--- config.mk ---
export PLATFORM = sky130hd
export DESIGN_NAME = mux4_scan_sampler
export DESIGN_NICKNAME = d
export VERILOG_FILES = /design/src/rtl/mux4_scan_sampler.sv
export SDC_FILE = /design/constraint.sdc
export NUM_CORES = 1
export LEC_CHECK = 0
export CAP_MARGIN = 20
export CORE_ASPECT_RATIO = 0.9
export CORE_MARGIN = 1.5
export CORE_UTILIZATION = 40
export DETAILED_ROUTE_END_ITERATION = 6
export GPL_TIMING_DRIVEN = 0
export MAX_ROUTING_LAYER = met4
export PLACE_DENSITY = 0.7
export SLEW_MARGIN = 15
export SYNTH_ARGS = -nofsm -noshare
export SYNTH_HDL_FRONTEND = slang
export SYNTH_SLANG_ARGS = --single-unit
--- constraint.sdc ---
create_clock -name clk -period 4.4 [get_ports clk]
set_clock_uncertainty 0.15 [all_clocks]
set_input_delay 0.88 -clock clk [delete_from_list [all_inputs] [get_ports clk]]
set_output_delay 0.88 -clock clk [all_outputs]
set_load 0.05 [all_outputs]
--- src/rtl/mux4_scan_sampler.sv ---
// -----------------------------------------------------------------------------
// mux4_scan_sampler
//   Sequencer wrapped around a gate-level 4->1 mux. Steps the mux select lines
//   through channels 0..3, waits SETTLE_CYCLES idle cycles after every select
//   change so the mux output has propagated, samples z_in, and packs the four
//   samples into a 4-bit word delivered on a valid/ready handshake. Supports
//   one-shot scans (start) and back-to-back scans (continuous at handshake).
//
// Ports:
//   clk         in   rising-edge clock
//   rst_n       in   asynchronous active-low reset
//   start       in   request a scan, honoured only while idle
//   continuous  in   sampled at the word handshake: 1 = start next scan at once
//   sel[1:0]    out  select lines to the mux
//   z_in        in   mux output
//   word_out    out  captured word, bit k = sample taken with sel=k
//   word_valid  out  word_out holds an unconsumed word
//   word_ready  in   consumer accepts word_out
//   busy        out  high whenever the sequencer is not idle
// -----------------------------------------------------------------------------
module mux4_scan_sampler #(
    parameter int unsigned SETTLE_CYCLES = 2
) (
    input  logic       clk,
    input  logic       rst_n,
    input  logic       start,
    input  logic       continuous,
    output logic [1:0] sel,
    input  logic       z_in,
    output logic [3:0] word_out,
    output logic       word_valid,
    input  logic       word_ready,
    output logic       busy
);

    localparam logic [3:0] SETTLE_INIT = 4'(SETTLE_CYCLES);

    typedef enum logic [1:0] {
        ST_IDLE   = 2'd0,
        ST_SETTLE = 2'd1,
        ST_HOLD   = 2'd2
    } state_t;

    state_t     r_state, w_state;
    logic [1:0] r_sel, w_sel;
    logic [3:0] r_cnt, w_cnt;
    logic [2:0] r_shadow, w_shadow;
    logic [3:0] r_word, w_word;
    logic       r_valid, w_valid;
    logic       r_busy, w_busy;

    // State and output registers; reset drops any partial or pending word.
    always_ff @(posedge clk or negedge rst_n) begin
        if (!rst_n) begin
            r_state  <= ST_IDLE;
            r_sel    <= 2'd0;
            r_cnt    <= 4'd0;
            r_shadow <= 3'd0;
            r_word   <= 4'd0;
            r_valid  <= 1'b0;
            r_busy   <= 1'b0;
        end else begin
            r_state  <= w_state;
            r_sel    <= w_sel;
            r_cnt    <= w_cnt;
            r_shadow <= w_shadow;
            r_word   <= w_word;
            r_valid  <= w_valid;
            r_busy   <= w_busy;
        end
    end

    // Next-state logic: scan sequencing, settle countdown and handshake.
    always_comb begin
        w_state  = r_state;
        w_sel    = r_sel;
        w_cnt    = r_cnt;
        w_shadow = r_shadow;
        w_word   = r_word;
        w_valid  = r_valid;

        case (r_state)
            ST_IDLE: begin
                w_sel = 2'd0;
                if (start) begin
                    w_cnt   = SETTLE_INIT;
                    w_state = ST_SETTLE;
                end else begin
                    w_cnt   = r_cnt;
                end
            end

            ST_SETTLE: begin
                if (r_cnt != 4'd0) begin
                    w_cnt = r_cnt - 4'd1;
                end else if (r_sel != 2'd3) begin
                    // Channels 0..2 go to the shadow; channel 3 completes the word.
                    case (r_sel)
                        2'd0:    w_shadow[0] = z_in;
                        2'd1:    w_shadow[1] = z_in;
                        2'd2:    w_shadow[2] = z_in;
                        default: w_shadow    = r_shadow;
                    endcase
                    w_sel = r_sel + 2'd1;
                    w_cnt = SETTLE_INIT;
                end else begin
                    w_word  = {z_in, r_shadow};
                    w_valid = 1'b1;
                    w_state = ST_HOLD;
                end
            end

            ST_HOLD: begin
                if (word_ready) begin
                    w_valid = 1'b0;
                    w_sel   = 2'd0;
                    if (continuous) begin
                        w_cnt   = SETTLE_INIT;
                        w_state = ST_SETTLE;
                    end else begin
                        w_state = ST_IDLE;
                    end
                end else begin
                    w_valid = r_valid;
                end
            end

            default: begin
                w_state = ST_IDLE;
                w_sel   = 2'd0;
                w_cnt   = 4'd0;
                w_valid = 1'b0;
            end
        endcase

        w_busy = (w_state != ST_IDLE);
    end

    assign sel        = r_sel;
    assign word_out   = r_word;
    assign word_valid = r_valid;
    assign busy       = r_busy;

endmodule
* Word level (Yosys, flattened, before mapping)
Cells that the tools add are included. Widths: inputs -> output; s select.
Operators by class: add/subtract/negate cells 2, equality and inequality tests 12, muxes and demuxes 20, bitwise gates (word level) 3, reduce and logical (&&, ||, !) cells 11
Operator list (number):
- $mux 4 | 5
- $reduce_and 4->1 | 5
- $mux 2 | 7
- $ne 2x2->1 const B | 7
- $pmux 4 s3 | 1
- $pmux 2 s3 | 1
- $reduce_and 3->1 | 2
- $eq 2x1->1 const B | 2
- $eq 2x2->1 const B | 2
- $logic_not 2->1 | 2
- $mux 1 | 4
- $pmux 2 s2 | 1
- $reduce_bool 4->1 | 1
- $sub 4x1->4 const B | 1
- $ne 3x3->1 const B | 1
- $not 1->1 | 3
- $pmux 1 s3 | 1
- $add 2x1->2 const B | 1
- $reduce_bool 2->1 | 1
Word-level totals: bits in registers 17, output and inout bits 8

* Longest topological paths before layout
Gate-level depths: netlist of the first run.
depth after elaboration 5, mapped depth 5, mapped depth without buffers 5

* Least setup slack after synthesis of the first run
OpenSTA, ideal clock, no wires.
kind input to register, start point in word_ready, end point reg r_cnt[1], setup time 0.125 ns, data arrival time 1.694 ns, path slack 2.431 ns, cell stages on the path 3, buffers on the path 0, path through or3b_1 o221a_4 mux2_4
Between the ends: word-level cells in the longest chain between the ends 2
Ends and longest elaborated chain:
- start: declaration | RTL line 32 | input logic word_ready,
- $ne 2x2->1 (no line)
- $reduce_and 4->1 (no line)
- end signal: assignment | RTL line 65 | r_cnt <= w_cnt;
- end: declaration | RTL line 46 | logic [3:0] r_cnt, w_cnt;
No other way between the ends. A chain may end at the register's enable or synchronous reset.

* Final worst setup path of the first run
start point reg r_sel[0], in the netlist sel[0], end point out sel[0]
RTL lines:
- start: declaration | RTL line 45 | logic [1:0] r_sel, w_sel;
- start signal: assignment | RTL line 64 | r_sel <= w_sel;
- end: declaration | RTL line 28 | output logic [1:0] sel,
No word-level cell between the ends.

==> flow_summary_export.csv, run 1 <==
group,metric,value,unit
global_route,grt_pass1_wl,2700,microns
synthesis,synth_seq_area_share,47.1,%
setup_path,slowest_stage,"clkdlybuf4s50_1",
clocking,cts_sinks,17,
setup_path,r2r_cells,5,
placement,portBuffers,13,
synthesis,synth.avg_cell_area,11.4,sq um
finish,instances_no_fill,123,
clocking,cts_hold_buffers,0,
finish,area_growth,21.1,%
setup_path,r2r_setup_slack,2.28,ns
setup_path,crit_path_cell_trace,"clkdlybuf4s50_1",
setup_path,cp_top_family,"buffers and inverters",
setup_path,path_max_fanout,5,
placement,detailed_place_hpwl,1280,microns
timing,max_freq,0.385,GHz
min_path,hp-start,"r_shadow[1]",
setup_path,r2r_end,"word_out[2]",
floorplan,initial_core_util,41.8,%
drt,route.detailed.drc,0,
global_route,grt_max_degree,18,
min_path,min_to,"word_out[1]",
clocking,clk_latency,0.29,ns
setup_path,slowest_delay,0.83,ns
timing,final.period_utilization,59.0,%
setup_path,crit_path_start_kind,"flop",
placement,place_inst,119,
setup_path,end_kind,"output pin",
drt,viasPerCell,5.25,
setup_path,cp.required,3.37,ns
clocking,htree_levels,1,
clocking,cts.path.max_buffers,2,
status,status,"complete, no violations",
timing,rsz0062_at_grt,"false",
power_and_ir_drop,p_leak,0.474,nW
finish,fin_nets,109,
clocking,cts_setup_buffers,0,
floorplan,die_area,0.00255,sq mm
synthesis,ys.flop_type,"dfrtp_1",
finish,mostFrequentLayoutCells,"17 x dfrtp_1, 13 x clkdlybuf4s50_1, 7 x mux2_1, 6 x ha_1",
clocking,clk_pin_slew_worst_paths,0.10,ns
setup_path,crit_buf_inv,1,
global_route,antenna_found_initial,0,
synthesis,yosysWarnings,0,
timing,hold_viol,0,
clocking,root_buffer,"clkbuf_4",
synthesis,synth_edf_count,0,
setup_path,worstPathArrival,1.57,ns
floorplan,die_w,53.1,microns
synthesis,ys_ff_latch,17,
floorplan,ios,14,
power_and_ir_drop,power_density,723,mW/mm^2
drt,drtIter0Drc,5,
setup_path,critical_path_class,"reg -> out",
min_path,min_delay_path_depth,1,
clocking,cts_tree,"yes",
clocking,numCtsBuffers,3,
floorplan,num_rows,16,
drt,vias,646,
timing,period_minus_slack,2.60,ns
drt,ant_nets,0,
timing,relSlewSlack,49.5,%
clocking,cts-resized-gates,0,
setup_path,critical_path_depth,1,
synthesis,synthCells,79,
power_and_ir_drop,peakVddDrop,393,uV
finish,layout_commonest_cell,"dfrtp_1",
drt,wl,1690,microns
floorplan,core,0.00216,sq mm
finish,final_layout_size_suffix_gt1_share,11.5,%
setup_path,r2r-start,"r_cnt[0]",
timing,final_max_slew_viol_count,0,
timing,tightest_slew,0.754,ns
global_route,grt_use_total,15.6,%
synthesis,synth.net_count,91,
drt,drt-wirelength-per-cell,13.7,microns
global_route,grt_pass1_vias,594,
timing,tns,0,ns
finish,n_antenna_cell,0,
synthesis,async_flop_share,100,%
global_route,globalRouteOverflowTotal,0,
floorplan,die_y,48.1,microns
drt,drt-pass1-iter-count,4,
timing,setup_viol,0,
placement,gp_congestion,0.804,
synthesis,synth_area,903,sq um
job,maxCapViolCount,0,
synthesis,ys_types,29,
min_path,holdCritPathClass,"reg -> reg",
[report_power, final]
| group | switching, mW | leakage (nW) | internal, mW | total (mW) |
|---|---|---|---|---|
| Sequential | 0.0538 | 0.204 | 0.225 | 0.279 |
| Clock | 0.0481 | 0.0150 | 0.0352 | 0.0833 |
| Combinational | 0.249 | 0.255 | 0.180 | 0.429 |
[through the flow]
step / util, % / worst slack (ns) / total power, mW / instance area, sq um / hold slack, ns
after floorplan: - / 2.43 / 0.581 / 903 / 0.304
after global placement: 49.4 / 1.92 / 0.690 / 1070 / 0.320
after detailed placement: 49.4 / 1.91 / 0.712 / 1070 / 0.329
after CTS: 50.6 / 1.79 / 0.794 / 1090 / 0.351
after global routing: 50.6 / 1.75 / 0.844 / 1090 / 0.366
final: 50.6 / 1.80 / 0.791 / 1090 / 0.344
[cell usage after synthesis, drive strengths merged (2+ instances only)]
library cell | instances | area share (%)
inv | 5 | 2.1
nand3 | 5 | 2.8
nand2b | 2 | 1.4
nor2b | 4 | 2.8
ha | 6 | 8.3
dfrtp | 17 | 47
a31oi | 4 | 2.8
nand2 | 2 | 0.83
buf | 2 | 1.1
or3b | 2 | 2.2
o21ai | 5 | 2.8
a21oi | 2 | 1.1
nor3 | 2 | 1.1
mux2 | 10 | 13
[layer usage]
layer	global-route usage (%)	routed length, microns
met3	1.88	24
met2	24.3	814
met1	20.4	817
met4	7.69	28
met5	-	0
[final cells by class]
| class | instances | area (sq um) |
|---|---|---|
| multi-input cells | 55 | 449 |
| flip-flops and latches | 17 | 425 |
| plain buffers | 2 | 10.0 |
| clock buffers | 4 | 26.3 |
| repair buffers | 13 | 130 |
| inverters | 5 | 18.8 |
| well taps | 27 | 33.8 |
| fillers | 201 | 1070 |
[cells by family (layout without fill, tap and decap cells)]
logic type | Yosys count | after routing | synth area share, %
DFF | 17 | 17 | 47.1
buffers and inverters | 7 | 24 | 3.19
and+or+nand+nor | 23 | 23 | 16.2
AOI/OAI and AO/OA | 16 | 16 | 12.3
muxes | 10 | 10 | 12.9
adders and majority gates | 6 | 6 | 8.31
[registers in the layout, indices dropped and copies added (netlist names)]
register,flops
word_out,4
sel,2
busy,1
word_valid,1
r_state,2
r_shadow,3
r_cnt,4
[worst max-delay path by stage]
stage                from        to  slack [ns]
2_1_floorplan  word_ready  r_cnt[1]        2.43
3_3_place_gp   word_ready  r_cnt[1]        1.92
3_5_place_dp   word_ready  r_cnt[1]        1.91
4_1_cts            sel[0]    sel[0]        1.79
5_1_grt            sel[1]    sel[1]        1.75
6_report           sel[0]    sel[0]        1.80
No activity file was read; power rests on OpenSTA's default activity.
==> run 2: changes to the inputs <==
Clock period 4.4 ns to 2.5 ns, I/O delays scaled along.
==> results of run 2 <==
Same layout as run 1 (identical final DEF). Status: complete, no violations.
Main changes from that run: setup slack after placement 1.91 ns -> 0.392 ns; setup slack after layout 1.80 ns -> 0.285 ns; register-to-register setup slack 2.28 ns -> 0.38 ns; total power 0.791 mW -> 1.39 mW; worst IR drop on VDD 393 uV -> 692 uV
